[src/rtl/apu_pkg.sv]
// Shared APU definitions: frame-sequencer schedule masks, default prescaler width
// and a helper that maps a step index to its tick pulses.
package apu_pkg;

    localparam int          FS_STEPS      = 8;
    localparam int          FS_DIV_WIDTH  = 13;
    localparam logic [7:0]  FS_LEN_MASK   = 8'b0101_0101;
    localparam logic [7:0]  FS_SWEEP_MASK = 8'b0100_0100;
    localparam logic [7:0]  FS_ENV_MASK   = 8'b1000_0000;

    typedef logic [$clog2(FS_STEPS)-1:0] fs_step_t;

    typedef struct packed {
        logic len;
        logic sweep;
        logic env;
    } fs_ticks_t;

    // Bit n of each mask says whether step n clocks that unit.
    function automatic fs_ticks_t fs_step_ticks(input fs_step_t s);
        fs_ticks_t t;
        t.len   = FS_LEN_MASK[s];
        t.sweep = FS_SWEEP_MASK[s];
        t.env   = FS_ENV_MASK[s];
        return t;
    endfunction

endpackage

[src/rtl/fs_prescaler.sv]
// DIV-style free-running prescaler producing the frame-edge strobe.
// Optional FS_DIV_GLITCH_EN: a DIV write while the MSB is set also counts as an edge.
module fs_prescaler
    import apu_pkg::*;
#(
    parameter int DIV_WIDTH = FS_DIV_WIDTH
) (
    input  logic clk,
    input  logic rst_n,
    input  logic i_div_reset,
    output logic o_frame_edge
);

    logic [DIV_WIDTH-1:0] r_div;
    logic                 w_nat_edge;
    logic                 w_glitch_edge;

    // Natural edge is the wrap from all-ones; the MSB falls on this clock.
    assign w_nat_edge = &r_div;

`ifdef FS_DIV_GLITCH_EN
    // Clearing DIV with the MSB high drops the MSB just like a wrap would.
    assign w_glitch_edge = i_div_reset & r_div[DIV_WIDTH-1];
`else
    assign w_glitch_edge = 1'b0;
`endif

    // A DIV write at all-ones hits both terms, but OR-ing them yields one edge.
    assign o_frame_edge = w_nat_edge | w_glitch_edge;

    always_ff @(posedge clk or negedge rst_n) begin
        if (!rst_n) begin
            r_div <= '0;
        end else if (i_div_reset) begin
            r_div <= '0;
        end else begin
            r_div <= r_div + 1'b1;
        end
    end

endmodule

[src/rtl/frame_sequencer.sv]
// 512 Hz frame sequencer: walks the 8-step schedule and emits single-cycle
// length / sweep / envelope clock enables. Optional macro: FS_DIV_GLITCH_EN.
module frame_sequencer
    import apu_pkg::*;
#(
    parameter int DIV_WIDTH = FS_DIV_WIDTH
) (
    input  logic       clk,
    input  logic       rst_n,
    input  logic       apu_en,
    input  logic       div_reset,
    output logic       len_tick,
    output logic       sweep_tick,
    output logic       env_tick,
    output logic [2:0] step,
    output logic       len_next_clocks
);

    logic      w_frame_edge;
    fs_ticks_t w_step_ticks;
    fs_step_t  r_step;
    fs_ticks_t r_ticks;

    fs_prescaler #(
        .DIV_WIDTH (DIV_WIDTH)
    ) u_prescaler (
        .clk          (clk),
        .rst_n        (rst_n),
        .i_div_reset  (div_reset),
        .o_frame_edge (w_frame_edge)
    );

    assign w_step_ticks = fs_step_ticks(r_step);

    // Powered down parks at step 0 so power-up always begins with a length clock.
    always_ff @(posedge clk or negedge rst_n) begin
        if (!rst_n) begin
            r_step  <= '0;
            r_ticks <= '0;
        end else if (!apu_en) begin
            r_step  <= '0;
            r_ticks <= '0;
        end else if (w_frame_edge) begin
            r_step  <= r_step + 1'b1;
            r_ticks <= w_step_ticks;
        end else begin
            r_ticks <= '0;
        end
    end

    assign len_tick        = r_ticks.len;
    assign sweep_tick      = r_ticks.sweep;
    assign env_tick        = r_ticks.env;
    assign step            = r_step;
    assign len_next_clocks = apu_en ? ~r_step[0] : 1'b1;

endmodule

[config.mk]
export PLATFORM = sky130hd
export DESIGN_NAME = frame_sequencer
export DESIGN_NICKNAME = d
export VERILOG_FILES = /design/src/rtl/apu_pkg.sv /design/src/rtl/fs_prescaler.sv /design/src/rtl/frame_sequencer.sv
export SDC_FILE = /design/constraint.sdc
export NUM_CORES = 1
export LEC_CHECK = 0
export CAP_MARGIN = 20
export CORE_MARGIN = 10
export CORE_UTILIZATION = 57
export DETAILED_ROUTE_END_ITERATION = 6
export PLACE_DENSITY = 0.82
export SETUP_SLACK_MARGIN = 0.15
export SLEW_MARGIN = 10
export SYNTH_ARGS = -nofsm -noshare
export SYNTH_HDL_FRONTEND = slang
export SYNTH_SLANG_ARGS = --single-unit
[constraint.sdc]
create_clock -name clk -period 4.7 [get_ports clk]
set_clock_uncertainty 0.15 [all_clocks]
set_input_delay 0.94 -clock clk [delete_from_list [all_inputs] [get_ports clk]]
set_output_delay 0.94 -clock clk [all_outputs]
set_load 0.1 [all_outputs]
---- After elaboration in Yosys (flattened, before gate mapping) ----
Memory sizes are Yosys's and may differ from the RTL's.
Cells that the tools add are included.
storage, ports and cells
  memory bits (read-only) ................. 24
  memories kept ........................... 3
  logic and storage cells ................. 23
  input bits .............................. 4
  register bits ........................... 19
operators by class
  order comparisons ....................... 1
  eq/ne operators ......................... 1
  add/sub/neg operators ................... 2
  muxes and demuxes ....................... 9
  bitwise operators ....................... 1
  reductions and logical operators ........ 1
memory list
  memory            words  width  read ports  clocked after Yosys merged registers in  write ports  RTL line       RTL
  (name not given)  8      1      1           0                                        0            apu_pkg.sv:24  t.env = FS_ENV_MASK[s];
  (name not given)  8      1      1           0                                        0            apu_pkg.sv:23  t.sweep = FS_SWEEP_MASK[s];
  (name not given)  8      1      1           0                                        0            apu_pkg.sv:22  t.len = FS_LEN_MASK[s];
operator list
  cell                     count
  $add A13 B1 Y13 const B  1
  $mux W13                 1
  $reduce_and A13 Y1       1
  $mux W3                  4
  $lt A3 B4 Y1 const B     1
  $mux W1                  4
  $add A3 B1 Y3 const B    1
  $ne A2 B1 Y1 const B     1
  $not A1 Y1               1

---- Depth between registers and ports, before layout ----
  depth after elaboration ................. 4
  mapped depth ............................ 4

---- Hierarchy ----
Synthesis repeated with hierarchy kept, for this count alone.
unflattened totals
  cells, all modules ...................... 83
  area total of the unflattened synthesis .. 912.1 um^2
by module, submodules not included
  module           cells an instance  times used  area an instance (um^2)
  fs_prescaler     62                 1           640.6
  frame_sequencer  21                 1           271.5

---- Least setup slack after synthesis ----
OpenSTA, ideal clock, no wires.
  path kind ............................... register to output
  start ................................... register r_step[0], in the netlist step[0]
  end ..................................... output port len_next_clocks
  required time ........................... 3.610 ns
  arrival ................................. 1.753 ns
  slack ................................... 1.857 ns
  cell stages (with the launch flop) ...... 2
  path through ............................ dfrtp_1 nand2_1
on the way
  cells in the longest elaborated chain, start to end .. 2
RTL lines
  item                    RTL line               RTL
  from (decl)             frame_sequencer.sv:21  fs_step_t r_step;
  from (signal assigned)  frame_sequencer.sv:44  r_step <= r_step + 1'b1;
  $not A1 Y1              frame_sequencer.sv:55  assign len_next_clocks = apu_en ? ~r_step[0] : 1'b1;
  $mux W1                 frame_sequencer.sv:55
  to (decl)               frame_sequencer.sv:16  output logic len_next_clocks
Every way passes these cells.

---- Worst setup path in the final report ----
  start ................................... input port apu_en
  end ..................................... output port len_next_clocks
on the way
  cells in the longest elaborated chain, start to end .. 1
RTL lines
  item         RTL line               RTL
  from (decl)  frame_sequencer.sv:10  input logic apu_en,
  $mux W1      frame_sequencer.sv:55
Every way passes these cells.

==> flow_metrics.py <==
metrics = {
    "synth": {
        "synth-edff-count": 0,
        "avgSynthCellArea_um2": 10.8,
        "synth.most_common_cell": "dfrtp_1",
        "synth.top_cell.area_share_pct": 52.0,
        "syn_nets": 93,
        "postSynth.asyncResetShare_pct": 100,
        "netlist_area_um2": 915,
        "synthTopCellsByCount": "dfrtp_1 (19), nand2_1 (7), a21oi_1 (6), nor2_1 (6), inv_1 (5)",
        "seq_area_frac_synth_pct": 52.0,
        "ys_types": 25,
        "ys.warnings.count": 0,
        "synth_area_leaders": "dfrtp_1 (52%), ha_1 (5.5%), a21oi_1 (3.3%)",
        "syn_inst": 85,
        "ys.flop_type": "dfrtp_1",
        "synth_top_area_cell": "dfrtp_1",
        "ys_ff_latch": 19,
    },
    "critical_path": {
        "rr_endpoint": "step[2]$_DFFE_PN0P_",
        "endpoint_kind": "output port",
        "crit_chain": "clkdlybuf4s50_1, nand2_1, buf_4",
        "worstPathMaxFanout": 9,
        "cp.required_ns": 3.61,
        "slowest_delay_ns": 0.61,
        "crit_type": "in2out",
        "endpoint": "len_next_clocks",
        "cp-start-kind": "input pin",
        "worstReg2RegStart": "u_prescaler.r_div[0]$_DFF_PN0_",
        "crit_start": "apu_en",
        "regToRegSetupSlack_ns": 2.85,
        "critPathArrivalTime_ns": 1.94,
        "rr_worst_depth": 4,
        "slowest_stage": "clkdlybuf4s50_1",
    },
    "die": {
        "core_um2": 1510,
        "dieArea_um2": 3610,
        "start_util_pct": 60.7,
        "ios": 11,
        "die_h_um": 60.1,
        "rows": 14,
        "fp.dieW_um": 60.1,
    },
    "pwr": {
        "power.leakage_nw": 0.467,
        "peakVddDrop_v": 0.000165,
        "power_density_nw_per_um2": 246,
        "total_power_w": 0.000260,
    },
    "clock_network": {
        "worst_skew_pair.late_latency_ns": 0.29,
        "path_clk_slew_ns": 0.11,
        "cts_tree": "done",
        "cts_max_level": 1,
        "root_buffer": "clkbuf_4",
        "cts_hold_buf": 0,
        "cts.sinks": 19,
        "cts-resized-gates": 0,
        "cts_buffers": 3,
        "post_cts_buffers": 0,
        "clockBufferDepth": 2,
    },
    "worst_hold_path": {
        "hold_path.class": "reg2reg",
    },
    "layout": {
        "drive_above_1_share_pct": 12.2,
        "area_delta_synth_final_pct": 15.5,
        "nets": 107,
        "n_antenna_cell": 0,
    },
    "timing": {
        "timing_hold_violations_final": 0,
        "tns_ns": 0,
        "finalCritPeriodShare_pct": 64.5,
        "rsz0062_at_grt": "false",
        "setup_viol": 0,
        "relSlewSlack_pct": 34.2,
        "period_needed_ns": 3.03,
        "clock.fmax_mhz": 330,
        "slew_violations": 0,
        "worstMarginPinSlew_ns": 0.984,
    },
    "job": {
        "drv_cap": 0,
    },
    "detailed_routing": {
        "routedWlPerCell_um": 15.0,
        "drt-total-wl_mm": 1.71,
        "viasPerCell": 5.75,
        "postRouteAntennaNets": 0,
        "dr.pass1.iters": 4,
        "drcViolationCount": 0,
        "num_vias": 656,
        "drt-initial-drc-count": 18,
    },
    "global_route": {
        "grt_max_degree": 20,
        "overflow": 0,
        "grt_pass1_wl_mm": 2.82,
        "grt_pass1_vias": 650,
        "grt_antenna_before_repair": 0,
        "grt_usage_pct": 10.1,
    },
    "placement": {
        "io_buffer_count": 10,
        "hpwl_mm": 1.26,
        "gp_congestion": 0.793,
    },
    "run_status": {
        "status": "complete, no violations",
    },
}
## cells by family after synthesis
group / Yosys count / share of synthesized area [%]
compound gates: 12 / 7.39
flops: 19 / 52.0
fa+ha+maj: 4 / 5.47
buf+inv: 6 / 2.46
simple gates: 36 / 24.1
mux: 5 / 5.75
xor+xnor: 3 / 2.87
## per-layer routing
layer	wire length, µm	part of all wire [%]	track usage (%)	vias to the layer above
met2	909	53	15.7	4
met5	0	0	0	-
met3	39	2.3	2.33	2
met4	9	0.53	5.77	0
met1	756	44	12.5	317
li1	-	-	-	333
## sequential cells by signal, summed over array words and instances (netlist names)
signal	count
step	3
len_tick	1
env_tick	1
sweep_tick	1
u_prescaler.r_div	13
## worst max-delay path: cells and delay by family
| kind | cells | cell delay [ns] |
|---|---|---|
| buffers and inverters | 2 | 0.87 |
| AND/OR/NAND/NOR | 1 | 0.13 |
## through the flow
stage | hold WS, ns | instances | utilization, % | setup slack [ns] | instance area [µm²]
final | 0.352 | 114 | 70.1 | 1.67 | 1060
after global placement | 0.330 | 110 | 68.3 | 1.73 | 1030
after floorplan | 0.305 | 85 | - | 1.86 | 915
after CTS | 0.354 | 114 | 70.1 | 1.68 | 1060
after global routing | 0.366 | 114 | 70.1 | 1.61 | 1060
after detailed placement | 0.338 | 110 | 68.3 | 1.69 | 1030
## area by class of cell
class,count,area (µm²)
Sequential cell,19,475
Fill cell,107,450
Multi-Input combinational cell,60,417
Timing Repair Buffer,10,97.6
Clock buffer,3,22.5
Tap cell,16,20.0
Inverter,5,18.8
Clock inverter,1,5.00
## worst min-delay path by stage
| stage | start | to | cells after the start |
|---|---|---|---|
| 3_3_place_gp | u_prescaler.r_div[0]$_DFF_PN0_ | u_prescaler.r_div[0]$_DFF_PN0_ | 1 |
| 2_1_floorplan | u_prescaler.r_div[0]$_DFF_PN0_ | u_prescaler.r_div[0]$_DFF_PN0_ | 1 |
| 5_1_grt | u_prescaler.r_div[0]$_DFF_PN0_ | u_prescaler.r_div[0]$_DFF_PN0_ | 1 |
| 6_report | u_prescaler.r_div[0]$_DFF_PN0_ | u_prescaler.r_div[0]$_DFF_PN0_ | 1 |
| 4_1_cts | u_prescaler.r_div[0]$_DFF_PN0_ | u_prescaler.r_div[0]$_DFF_PN0_ | 1 |
| 3_5_place_dp | u_prescaler.r_div[0]$_DFF_PN0_ | u_prescaler.r_div[0]$_DFF_PN0_ | 1 |
## power by group
part | internal (W) | switching, W
Combinational | 0.00000452 | 0.00000751
Sequential | 0.000165 | 0.00000217
Clock | 0.0000317 | 0.0000490
## layout by cell type (no fill, tap or decap), drive strengths merged
cell type	n
mux2	2
o31ai	3
clkdlybuf4s50	9
a21oi	6
xor2	1
nor2b	3
clkinv	1
dfrtp	19
xnor2	2
nand4	3
or3	3
o21ai	3
mux2i	3
nand2b	1
ha	4
buf	1
nor4	3
nand3	4
and3	3
clkbuf	3
inv	5
or4	3
nor2	6
nand2	7
No activity file was read; power rests on OpenSTA's default activity.
